File: src/rtl/display_source_mux.sv
// display_source_mux: registered N-way display source selector with blanked, glitch-free switching.
// Ports: clk, rst_n (async active-low); sel_req/req_valid request a source; seg_in/an_in carry the
// flattened per-source buses; auto_en enables auto-rotate; segments/anodes are the registered pin
// outputs; active_sel is the committed source; busy flags a switch in progress.
// Optional feature: define DISPLAY_SRC_AUTOCYCLE_EN to build the auto-rotate timer.
module display_source_mux #(
  parameter int NUM_SRC = 2,
  parameter int SEG_W = 7,
  parameter int AN_W = 8,
  parameter int BLANK_CYCLES = 16,
  parameter int AUTO_PERIOD = 100000000,
  parameter int SEL_W = $clog2(NUM_SRC)
) (
  input  logic                     clk,
  input  logic                     rst_n,
  input  logic [SEL_W-1:0]         sel_req,
  input  logic                     req_valid,
  input  logic [NUM_SRC*SEG_W-1:0] seg_in,
  input  logic [NUM_SRC*AN_W-1:0]  an_in,
  input  logic                     auto_en,
  output logic [SEG_W-1:0]         segments,
  output logic [AN_W-1:0]          anodes,
  output logic [SEL_W-1:0]         active_sel,
  output logic                     busy
);
  localparam int CNT_W = BLANK_CYCLES > 1 ? $clog2(BLANK_CYCLES) : 1;
  localparam logic [SEL_W:0] SRC_N = (SEL_W+1)'(NUM_SRC);
  localparam logic [SEL_W-1:0] SEL_LAST = SEL_W'(NUM_SRC - 1);
  localparam logic [CNT_W-1:0] CNT_LOAD = CNT_W'(BLANK_CYCLES - 1);
  typedef enum logic {RUN, BLANK} state_t;
  state_t state, state_nx;
  logic [SEL_W-1:0] pending, pending_nx, active_nx, out_sel, next_src;
  logic [CNT_W-1:0] cnt, cnt_nx;
  logic [SEG_W-1:0] seg_nx;
  logic [AN_W-1:0] an_nx;
  logic ext_ok, tick, accept, show;
  assign ext_ok = req_valid && {1'b0, sel_req} < SRC_N && sel_req != active_sel;
  assign next_src = active_sel == SEL_LAST ? '0 : active_sel + 1'b1;
`ifdef DISPLAY_SRC_AUTOCYCLE_EN
  localparam int ACNT_W = $clog2(AUTO_PERIOD + 1);
  localparam logic [ACNT_W-1:0] ACNT_LAST = ACNT_W'(AUTO_PERIOD - 1);
  logic [ACNT_W-1:0] acnt;
  assign tick = state == RUN && auto_en && acnt == ACNT_LAST;
  // Clears on any accepted switch, when disabled, and for the whole blank including the commit edge.
  always_ff @(posedge clk or negedge rst_n)
    if (!rst_n) acnt <= '0;
    else acnt <= state == RUN && auto_en && !accept ? acnt + 1'b1 : '0;
`else
  logic unused_auto;
  assign unused_auto = auto_en | (AUTO_PERIOD == 0);
  assign tick = 1'b0;
`endif
  // An external request beats a coincident auto tick.
  assign accept = state == RUN && (ext_ok || tick);
  // On the commit edge the outputs already take the pending source.
  assign out_sel = state == BLANK ? pending : active_sel;
  assign show = !accept && (state == RUN || cnt == '0);
  assign seg_nx = show ? seg_in[int'(out_sel)*SEG_W +: SEG_W] : '1;
  assign an_nx = show ? an_in[int'(out_sel)*AN_W +: AN_W] : '1;
  always_comb begin
    state_nx = state;
    pending_nx = pending;
    active_nx = active_sel;
    cnt_nx = cnt;
    if (state == RUN) begin
      if (accept) begin
        state_nx = BLANK;
        pending_nx = ext_ok ? sel_req : next_src;
        cnt_nx = CNT_LOAD;
      end
    end else if (cnt == '0) begin
      state_nx = RUN;
      active_nx = pending;
    end else begin
      cnt_nx = cnt - 1'b1;
    end
  end
  always_ff @(posedge clk or negedge rst_n)
    if (!rst_n) begin
      state <= RUN;
      active_sel <= '0;
      pending <= '0;
      cnt <= '0;
      segments <= '1;
      anodes <= '1;
      busy <= 1'b0;
    end else begin
      state <= state_nx;
      active_sel <= active_nx;
      pending <= pending_nx;
      cnt <= cnt_nx;
      segments <= seg_nx;
      anodes <= an_nx;
      busy <= state_nx == BLANK;
    end
endmodule

File: config.mk
export PLATFORM = sky130hd
export DESIGN_NAME = display_source_mux
export DESIGN_NICKNAME = d
export VERILOG_FILES = /design/src/rtl/display_source_mux.sv
export SDC_FILE = /design/constraint.sdc
export NUM_CORES = 1
export LEC_CHECK = 0
export BUFFER_PORTS_ARGS = -buffer_cell sky130_fd_sc_hd__buf_2
export CAP_MARGIN = 20
export CELL_PAD_IN_SITES_DETAIL_PLACEMENT = 1
export CELL_PAD_IN_SITES_GLOBAL_PLACEMENT = 2
export CORE_ASPECT_RATIO = 1.1
export CORE_MARGIN = 2
export CORE_UTILIZATION = 27
export CTS_CLUSTER_DIAMETER = 50
export DETAILED_ROUTE_END_ITERATION = 10
export GPL_TIMING_DRIVEN = 0
export HOLD_SLACK_MARGIN = 0.06
export PLACE_DENSITY_LB_ADDON = 0.1
export SYNTH_ARGS = -nofsm -noshare
export SYNTH_HDL_FRONTEND = slang
export SYNTH_SLANG_ARGS = --single-unit
File: constraint.sdc
create_clock -name clk -period 3 [get_ports clk]
set_input_delay 0.45 -clock clk [delete_from_list [all_inputs] [get_ports clk]]
set_output_delay 0.45 -clock clk [all_outputs]
set_load 0.02 [all_outputs]
## Word level (Yosys, flattened, before mapping)

Index checks and enable logic that the tools add are counted.

- Bits in registers: 22
- Latch bits: 0
- Bits in writable memories: 0
- Bits in read-only memories: 0
- Output and inout port bits: 17
- Logic and storage cells: 35
- Memories kept: 0

- $add $sub $neg: 2
- Multipliers: 1
- Div/mod/pow operators: 0
- Magnitude comparators: 0
- Eq/ne operators: 2
- Shifts and indexed selects: 2
- Muxes and demuxes: 11
- Bitwise gates (word level): 1
- Reduce and logical (&&, ||, !) cells: 10

Operators by type and width:

| cell | count |
|---|---|
| $shiftx 16x5->8 | 1 |
| $shiftx 14x5->7 | 1 |
| $mux 4 | 3 |
| $mux 8 | 1 |
| $mux 7 | 1 |
| $mux 1 | 6 |
| $reduce_and 2->1 | 3 |
| $logic_not 4->1 | 1 |
| $mul 1x3->4 const B | 1 |
| $sub 4x1->4 const B | 1 |
| $logic_and 1x1->1 | 3 |
| $ne 2x2->1 const B | 1 |
| $reduce_bool 2->1 | 1 |
| $add 1x1->1 const B | 1 |
| $logic_not 1->1 | 1 |
| $logic_or 1x1->1 | 1 |
| $ne 1x1->1 | 1 |
| $not 1->1 | 1 |

## Depth between registers and ports, before layout

Gate-level depths: netlist (run 1).

- Word-level depth: 6
- Mapped depth: 6

## Worst setup path before layout (run 1)

Ideal clock, no wire load.

- Path kind: register to register
- From: reg cnt[0]
- To: reg state
- Arrival time: 1.300 ns
- Setup slack: 1.585 ns
- Cell stages (with the launch flop): 7
- Path buffers: 1
- Clock period less this slack: 1.415 ns
- Cells stage by stage: dfrtp_1 inv_1 ha_1 nor3b_4 a2bb2oi_4 buf_6 inv_1

- Cells in the longest elaborated chain, start to end: 3

Ends and longest elaborated chain:

| item | RTL line | RTL |
|---|---|---|
| from (decl) | 33 | `logic [CNT_W-1:0] cnt, cnt_nx;` |
| from (signal assigned) | 91 | `cnt <= cnt_nx;` |
| $logic_not 4->1 | 71 | `end else if (cnt == '0) begin` |
| $mux 1 | 71 |  |
| $mux 1 | 65 | `if (state == RUN) begin` |
| net state_nx | 31 | `state_t state, state_nx;` |
| to (signal assigned) | 88 | `state <= state_nx;` |
| to (decl) | 31 |  |

The timed path passes the listed nets, and every way through them passes these cells.
A chain may end at the register's enable or synchronous reset.

## Worst setup path after layout (run 1)

- From: reg cnt[0]
- To: reg anodes[2]

- Cells in the longest elaborated chain, start to end: 4

Ends and longest elaborated chain:

| item | RTL line | RTL |
|---|---|---|
| $logic_not 4->1 | 57 | `assign show = !accept && (state == RUN \|\| cnt == '0);` |
| $logic_or 1x1->1 | 57 |  |
| $logic_and 1x1->1 | 57 |  |
| $mux 8 | 59 | `assign an_nx = show ? an_in[int'(out_sel)*AN_W +: AN_W] : '1;` |
| net an_nx[2] | 35 | `logic [AN_W-1:0] an_nx;` |
| to (signal assigned) | 93 | `anodes <= an_nx;` |
| to (decl) | 22 | `output logic [AN_W-1:0] anodes,` |

The timed path passes the listed nets, and every way through them passes these cells.

==> impl_metrics.yaml, run 1 <==
status:
  run_status: "completed"
clock_tree:
  cts.sinks: 22
  root_buffer: "sky130_fd_sc_hd__clkbuf_8"
  post_cts_resized: 0
  cts_tree: "done"
  clockBufferDepth: 2
  postCtsSetupBuffers: 0
  postCtsHoldBufs: 0
  clkLatencyLatePin_ns: 0.26
  cts_buffers: 3
  htreeDepth: 1
  clk_transition_reported_paths_ns: 0.08
route:
  drt_wl_total_mm: 2.52
  dr.pass1.iters: 2
  drt_iter0_drc: 15
  ant_nets: 0
  detail_route.wl_per_cell_um: 12.5
  vias: 902
  vias_per_cell: 4.47
  drc: 0
critical_path:
  count_of_cells_along_the_worst_register_to_register_path: 6
  worstSetupEndpointType: "flop"
  worst-path-buf-inv: 2
  rr_startpoint: "cnt[0]$_DFFE_PN0P_"
  cp_class: "reg -> reg"
  worst_ep_arrival_time_ns: 1.83
  path_delay_family: "flip-flops"
  critPathLaunch: "cnt[0]$_DFFE_PN0P_"
  startpoint_type: "flop"
  chain_of_cells_forming_the_critical_path: "inv_1, ha_1, nor3b_4, a2bb2oi_4, buf_6, nand3_1"
  required_ns: 3.18
  critical_path.max_stage_delay_ns: 0.38
  regToRegEndpoint: "anodes[2]$_DFF_PN1_"
  setup.reg_to_reg.worst_slack_ns: 1.35
  cp_slowest_cell: "sky130_fd_sc_hd__dfrtp_1"
  timing.critical_path.fanout_max: 10
pwr:
  powerDensity_mw_per_mm2: 1100
  combPwrFrac_pct: 45.9
  clock_power_share_pct: 17.6
  sequentialPowerShare_pct: 36.5
  switching_share_pct: 39.5
  p_int_mw: 0.939
  p_leak_nw: 0.665
  net-switching-power_mw: 0.612
  peakVddDrop_uv: 250
die:
  core_region_area_mm2: 0.00363
  fp-row-count: 23
  top_level_port_count: 52
  start_util_pct: 28.2
  die_height_um: 68.6
  die_width_um: 62.7
  die_area_mm2: 0.00430
synth:
  synth.cell_area_mm2: 0.00102
  ys_dominant_reg_cell: "sky130_fd_sc_hd__dfstp_2"
  yosysWarningCount: 0
  net_count_after_synthesis: 135
  synth_top_area_share_pct: 38.5
  synth.cells.most_frequent: "33 x sky130_fd_sc_hd__nand2_1, 15 x sky130_fd_sc_hd__dfstp_2, 13 x sky130_fd_sc_hd__nand3_1"
  synth.ff_latch_count: 22
  synthCells: 98
  netlist-cell-type-count: 25
  synth-async-reset-ratio_pct: 100
  synth_largest_area_cell: "sky130_fd_sc_hd__dfstp_2"
  synth_enable_flop_cells: 0
  syn_area_per_cell_um2: 10.4
  synth.top_cells.by_area: "sky130_fd_sc_hd__dfstp_2 39%, sky130_fd_sc_hd__dfrtp_1 17%, sky130_fd_sc_hd__nand2_1 12%, sky130_fd_sc_hd__nand3_1 6.4%, sky130_fd_sc_hd__a2bb2oi_4 2.6%"
  synth.most_common_cell: "sky130_fd_sc_hd__nand2_1"
  synth-seq-area-share_pct: 55.6
flow_run:
  max_cap_violation_count: 0
sta:
  final-max-slew-violation-count: 0
  fin_crit_sh_pct: 55.0
  clock-skew-final_ns: 0.00688
  rsz0062_at_grt: "false"
  fin_crit_ns: 1.65
  report.final.hold_viol_count: 0
  setup_slack_ns: 1.35
  setup_violations: 0
  totalNegativeSetupSlack_ns: 0
  max_slew_margin_pct: 66.4
  tightestPinTransition_ns: 0.505
  peak_clock_frequency_supported_by_timing_mhz: 606
finish:
  diodes: 0
  final.fill_count: 439
  syn2layout_area_growth_pct: 37.5
  design.final.nets: 190
  layout-drive-gt1-share_pct: 52.6
grt:
  grt_pass1_vias: 939
  largest_net_degree_at_the_start_of_global_routing: 23
  globalRouteTotalUtil_pct: 13.7
  grt_antenna_before_repair: 0
  global_route_wire_length_before_repair_mm: 4.42
  grt.overflow.total: 0
hold_path:
  timing.hold.worst.class: "in -> async"
placement:
  place.port_buffers: 50
  detailedPlacementHpwl_mm: 1.95
  preCtsSetupSlack_ns: 1.34
  gp_congestion: 0.693
[stage by stage]
step	total power [mW]	std cells	hold slack, ns	cell area, um^2	utilization (%)
after floorplan	1.07	98	0.154	1020	-
after global placement	1.28	198	0.450	1340	36.9
after detailed placement	1.30	198	0.451	1340	36.9
after CTS	1.59	202	0.160	1410	38.8
after global routing	1.70	202	0.176	1410	38.8
final	1.55	202	0.153	1410	38.8
[flip-flops by register name, indices dropped and copies added (netlist names)]
register / flops
active_sel: 1
state: 1
anodes: 8
segments: 7
pending: 1
cnt: 4
[kinds of logic (layout without fill, tap and decap cells)]
| logic type | after synthesis | in the layout | share of synthesized area, % |
|---|---|---|---|
| AND/OR/NAND/NOR | 52 | 52 | 23.7 |
| flip-flops | 22 | 22 | 55.6 |
| buffers and inverters | 9 | 63 | 4.52 |
| AO/OA/AOI/OAI | 7 | 7 | 7.46 |
| multiplexers | 4 | 4 | 4.52 |
| adder cells (fa/ha/maj) | 2 | 2 | 2.44 |
| XOR/XNOR | 2 | 2 | 1.71 |
[power by group through the flow]
stage          Sequential, mW  Clock [mW]  Combinational [mW]
5_1_grt                 0.592       0.301               0.808
6_report                0.566       0.273               0.712
2_1_floorplan           0.707           0               0.366
3_5_place_dp            0.573           0               0.729
3_3_place_gp            0.570           0               0.711
4_1_cts                 0.569       0.286               0.731
[area by class of cell]
type	instances	area, um^2	area share [%]
multi-input combinational	67	408	29.0
clock inverter	1	30.0	2.13
sequential	22	569	40.4
inverter	6	22.5	1.60
timing repair buffer	50	250	17.8
clock buffer	3	41.3	2.93
buffer	3	23.8	1.69
tap	50	62.6	4.44
[placed cells by master (no fill, tap or decap), types with 3 or more instances in the layout]
cell type,Yosys,layout
sky130_fd_sc_hd__buf_2,1,51
sky130_fd_sc_hd__nand2_1,33,33
sky130_fd_sc_hd__dfstp_2,15,15
sky130_fd_sc_hd__nand3_1,13,13
sky130_fd_sc_hd__dfrtp_1,7,7
sky130_fd_sc_hd__inv_1,6,6
sky130_fd_sc_hd__clkbuf_8,0,3
[worst max-delay path by stage]
stage               slack [ns]  cells past startpoint                   to
floorplan                 1.58                      6      state$_DFF_PN0_
global placement          1.37                      6  anodes[3]$_DFF_PN1_
detailed placement        1.34                      6  anodes[1]$_DFF_PN1_
CTS                       1.32                      6  anodes[2]$_DFF_PN1_
global route              1.17                      6  anodes[2]$_DFF_PN1_
finish                    1.35                      6  anodes[2]$_DFF_PN1_
[routing by layer]
metal	vias up	global-route usage (%)	part of all wire, %
li1	429	-	-
met1	445	15.3	39
met2	26	24.9	53
met3	2	4.22	7.2
met4	0	5.83	0.91
met5	-	0	0
(Power assumes the default switching activity.)
==> inputs of run 2 (changes only) <==
- CORE_UTILIZATION: 27 -> 23
- clock period: 3 -> 1.5 ns (I/O delays scaled with it)
==> impl_metrics.yaml, run 2 (synthesized netlist as in run 1, its figures left out) <==
status:
  run_status: "completed"
pwr:
  power_mw: 3.31
  p_leak_nw: 0.713
  powerDensity_mw_per_mm2: 2140
  peakVddDrop_uv: 763
sta:
  fin_worst_hold_slack_ns: 0.172
  tightestPinTransition_ns: 0.503
  totalNegativeSetupSlack_ns: 0
  peak_clock_frequency_supported_by_timing_mhz: 686
  max_slew_margin_pct: 66.4
  clock-skew-final_ns: 0.00399
  report.final.hold_viol_count: 0
  fin_crit_ns: 1.46
  setup_violations: 0
  fin_crit_sh_pct: 97.2
  final-max-slew-violation-count: 0
  rsz0062_at_grt: "true"
critical_path:
  timing.critical_path.fanout_max: 3
  critical_path.max_stage_delay_ns: 0.40
  worstSetupEndpointType: "flop"
  chain_of_cells_forming_the_critical_path: "inv_2, ha_4, nor3b_4, buf_4, nand2_1, mux2_2"
  startpoint_type: "flop"
  required_ns: 1.65
  rr_startpoint: "cnt[1]$_DFFE_PN0P_"
  worst_ep_arrival_time_ns: 1.61
  critPathLaunch: "cnt[1]$_DFFE_PN0P_"
  cp_slowest_cell: "sky130_fd_sc_hd__dfrtp_1"
  cp_class: "reg -> reg"
grt:
  globalRouteTotalUtil_pct: 11.7
  global_route_wire_length_before_repair_mm: 4.31
  grt_antenna_before_repair: 0
  largest_net_degree_at_the_start_of_global_routing: 23
  grt_pass1_vias: 935
  grt.overflow.total: 0
clock_tree:
  cts.sinks: 22
  clk_transition_reported_paths_ns: 0.08
  htreeDepth: 1
  root_buffer: "sky130_fd_sc_hd__clkbuf_8"
  cts_tree: "done"
  clkLatencyLatePin_ns: 0.26
  cts_buffers: 3
  clockBufferDepth: 2
finish:
  reg.largest.list: "anodes x8, segments x7, cnt x4"
  top_register: "anodes"
  mostFrequentLayoutCell: "sky130_fd_sc_hd__buf_2"
  largest_register_ff_count: 8
  design.final.nets: 199
  final.fill_count: 505
  syn2layout_area_growth_pct: 51.2
  final_cell_mix: "51 x sky130_fd_sc_hd__buf_2, 33 x sky130_fd_sc_hd__nand2_1, 15 x sky130_fd_sc_hd__dfstp_2, 12 x sky130_fd_sc_hd__nand3_2"
  diodes: 0
  layout-drive-gt1-share_pct: 64.6
die:
  fp-row-count: 25
  die_width_um: 67.6
  die_area_mm2: 0.00500
  start_util_pct: 23.9
  top_level_port_count: 52
  die_height_um: 74.0
  core_region_area_mm2: 0.00429
route:
  vias_per_cell: 4.34
  drt_iter0_drc: 47
  drc: 0
  drt_wl_total_mm: 2.76
  detail_route.wl_per_cell_um: 12.8
  ant_nets: 0
  vias: 934
  dr.pass1.iters: 2
placement:
  place.port_buffers: 50
  gp_congestion: 0.659
  detailedPlacementHpwl_mm: 1.99
hold_path:
  hold_start: "an_in[4]"
  timing.hold.worst.class: "in -> reg"
flow_run:
  max_cap_violation_count: 0
-- run 2: cell types whose count changed in the layout (fill, tap and decap cells not counted), sizes merged --
cell,delta
dlygate4sd3,+1
clkbuf,+1
buf,+8
bufinv,-1
-- run 2: final timing paths --
kind | cells after the start | end | slack, ns
hold / removal | 3 | anodes[4]$_DFF_PN1_ | 0.17
setup reg to reg | 6 | active_sel$_DFFE_PN0P_ | 0.04
hold reg to reg | 2 | cnt[0]$_DFFE_PN0P_ | 0.58
min in group asynchronous | 2 | cnt[3]$_DFFE_PN0P_ | 0.45
max in group asynchronous | 2 | state$_DFF_PN0_ | 0.68
setup / recovery | 6 | active_sel$_DFFE_PN0P_ | 0.04
-- run 2: power by group --
| part | leakage [nW] | switching [mW] | internal (mW) | total (mW) |
|---|---|---|---|---|
| logic | 0.457 | 1.00 | 0.766 | 1.77 |
| clock network | 0.0228 | 0.188 | 0.189 | 0.377 |
| registers | 0.234 | 0.178 | 0.979 | 1.16 |
-- run 2: repair_timing --
action	4_1_cts	5_1_grt
setup endpoints to repair	19	20
endpoints found under the hold margin	7	0
hold buffers	1	0
setup buffers	4	3
gates cloned	1	0
pin swaps	1	2
resized for setup	4	19
-- run 2: worst max-delay path, delay by kind of cell (launching register included) --
family | cells | cell delay [ns]
multiplexers | 1 | 0.28
buffers and inverters | 2 | 0.25
flip-flops | 1 | 0.40
AND/OR/NAND/NOR | 2 | 0.28
adder cells (fa/ha/maj) | 1 | 0.13
-- run 2: final cells by class --
class / instances / area (um^2) / share of cell area, %
Tap cell: 54 / 67.6 / 4.37
Sequential cell: 22 / 571 / 36.9
Buffer: 3 / 23.8 / 1.54
Timing Repair Buffer: 59 / 332 / 21.4
Multi-Input combinational cell: 67 / 487 / 31.4
Inverter: 6 / 22.5 / 1.46
Clock buffer: 4 / 45.0 / 2.91
-- run 2: metrics by stage --
step	setup WS [ns]	utilization [%]	instance area, um^2	std cells
floorplan	0.0849	-	1020	98
global placement	-0.131	31.3	1340	202
detailed placement	-0.157	31.3	1340	202
CTS	-0.0200	33.8	1450	212
global route	-0.0348	36.1	1550	215
finish	0.0418	36.1	1550	215
-- run 2: metal layers --
metal	GRT usage [%]	share of wire (%)
met4	4.76	1.3
met3	2.87	6.2
met5	0	0
met2	19.7	51
met1	14.1	41
==> inputs of run 3 (changes only) <==
- CAP_MARGIN: 20 -> not set
- CELL_PAD_IN_SITES_DETAIL_PLACEMENT: 1 -> 0
- CELL_PAD_IN_SITES_GLOBAL_PLACEMENT: 2 -> 1
- CORE_ASPECT_RATIO: 1.1 -> 2
- CORE_UTILIZATION: 23 -> 29
==> impl_metrics.yaml, run 3 (synthesized netlist as in run 1, its figures left out) <==
status:
  run_status: "completed"
hold_path:
  worst_hold_path.num_cells: 3
  timing.hold.worst.class: "in -> reg"
finish:
  largest_register_ff_count: 8
  final.fill_count: 343
  reg.largest.list: "anodes x8, segments x7, cnt x4"
  design.final.nets: 198
  layout-drive-gt1-share_pct: 56.3
  final_cell_mix: "51 x sky130_fd_sc_hd__buf_2, 33 x sky130_fd_sc_hd__nand2_1, 15 x sky130_fd_sc_hd__dfstp_2, 13 x sky130_fd_sc_hd__nand3_1, 7 x sky130_fd_sc_hd__dfrtp_1"
  instances_no_fill: 192
  mostFrequentLayoutCell: "sky130_fd_sc_hd__buf_2"
  syn2layout_area_growth_pct: 43.0
  diodes: 0
  top_register: "anodes"
flow_run:
  max_cap_violation_count: 0
route:
  vias: 896
  drt_iter0_drc: 7
  drt_wl_total_mm: 2.50
  dr.pass1.iters: 3
  ant_nets: 0
  drc: 0
  vias_per_cell: 4.67
  detail_route.wl_per_cell_um: 13.0
clock_tree:
  htreeDepth: 1
  clk_transition_reported_paths_ns: 0.08
  clockBufferDepth: 2
  cts_buffers: 3
  cts_tree: "done"
  clkLatencyLatePin_ns: 0.26
  root_buffer: "sky130_fd_sc_hd__clkbuf_8"
  cts.sinks: 22
die:
  top_level_port_count: 52
  core_region_area_mm2: 0.00338
  start_util_pct: 30.3
  fp-row-count: 30
  die_height_um: 88.0
  die_width_um: 46.0
  die_area_mm2: 0.00405
placement:
  detailedPlacementHpwl_mm: 1.83
  place.port_buffers: 50
  gp_congestion: 0.741
  placed_cells_incl_taps: 180
critical_path:
  cp_class: "reg -> reg"
  cp_slowest_cell: "sky130_fd_sc_hd__dfrtp_1"
  chain_of_cells_forming_the_critical_path: "inv_2, ha_4, nor3b_4, buf_4, nand2_1, mux2_2"
  count_of_cells_along_the_worst_register_to_register_path: 6
  timing.critical_path.fanout_max: 3
  worst_ep_arrival_time_ns: 1.59
  required_ns: 1.66
  startpoint_type: "flop"
  critical_path.max_stage_delay_ns: 0.39
  worstSetupEndpointType: "flop"
sta:
  peak_clock_frequency_supported_by_timing_mhz: 700
  clock-skew-final_ns: 0.00514
  report.final.hold_viol_count: 0
  tightestPinTransition_ns: 0.504
  final-max-slew-violation-count: 0
  fin_crit_ns: 1.43
  fin_crit_sh_pct: 95.2
  setup_violations: 0
  totalNegativeSetupSlack_ns: 0
  max_slew_margin_pct: 66.4
grt:
  grt_antenna_before_repair: 0
  grt.overflow.total: 0
  globalRouteTotalUtil_pct: 13.9
  largest_net_degree_at_the_start_of_global_routing: 23
  grt_pass1_vias: 913
  global_route_wire_length_before_repair_mm: 4.08
pwr:
  peakVddDrop_uv: 935
  p_leak_nw: 0.700
  powerDensity_mw_per_mm2: 2180
==> run 3: cell count changes in the layout (fill, tap and decap cells not counted), sizes merged <==
cell,delta
buf,-1
==> run 3: final timing paths <==
| kind | startpoint | end | slack (ns) |
|---|---|---|---|
| setup / recovery | cnt[1]$_DFFE_PN0P_ | active_sel$_DFFE_PN0P_ | 0.07 |
| max in group asynchronous | rst_n | segments[5]$_DFF_PN1_ | 0.68 |
| hold reg to reg | cnt[2]$_DFFE_PN0P_ | cnt[2]$_DFFE_PN0P_ | 0.64 |
| min in group asynchronous | rst_n | pending$_DFFE_PN0P_ | 0.45 |
| hold / removal | an_in[9] | anodes[1]$_DFF_PN1_ | 0.17 |
| setup reg to reg | cnt[1]$_DFFE_PN0P_ | active_sel$_DFFE_PN0P_ | 0.07 |
==> run 3: metrics by stage <==
stage          worst slack [ns]  power, mW  hold WS, ns  instance area [um^2]  util, %
2_1_floorplan            0.0849       2.15      -0.0706                  1020        -
3_3_place_gp            -0.0745       2.54        0.215                  1310     38.9
6_report                 0.0713       3.20        0.169                  1460     43.3
5_1_grt                -0.00266       3.46        0.167                  1460     43.3
3_5_place_dp             -0.125       2.58        0.228                  1310     38.9
4_1_cts                0.000149       3.16        0.164                  1420     42.1
==> run 3: timing repair <==
action | in CTS | in global routing
gates resized for setup | 7 | 2
setup endpoints to repair | 13 | 19
endpoints found under the hold margin | 7 | 0
setup buffers | 3 | 3
hold buffers | 1 | 0
gates cloned | 1 | 0
pin swaps | 1 | 1
==> run 3: worst max-delay path: cells and delay by family, from the launching register on <==
family	cells	cell delay, ns
buf+inv	2	0.24
flops	1	0.39
simple gates	2	0.28
fa+ha+maj	1	0.13
mux	1	0.27
==> run 3: layout make-up <==
class | instances | area (um^2) | share of cell area (%)
flip-flops and latches | 22 | 569 | 38.9
multi-input cells | 67 | 429 | 29.3
repair buffers | 58 | 324 | 22.1
clock buffers | 4 | 55.1 | 3.76
well taps | 32 | 40.0 | 2.74
plain buffers | 3 | 23.8 | 1.62
inverters | 6 | 22.5 | 1.54
==> run 3: routing by layer <==
layer,GRT usage [%],up-vias,share of wire (%),wire (um)
met3,2.27,4,5.2,130
met4,7.01,0,1.5,38
met1,14.6,414,36,901
li1,-,446,-,-
met2,25.0,32,57,1430
met5,0,-,0,0
==> run 3: power breakdown <==
| group | total (mW) | switching, mW | internal (mW) |
|---|---|---|---|
| clock network | 0.425 | 0.191 | 0.234 |
| registers | 1.15 | 0.173 | 0.975 |
| logic | 1.62 | 0.918 | 0.707 |
| total | 3.20 | 1.28 | 1.92 |
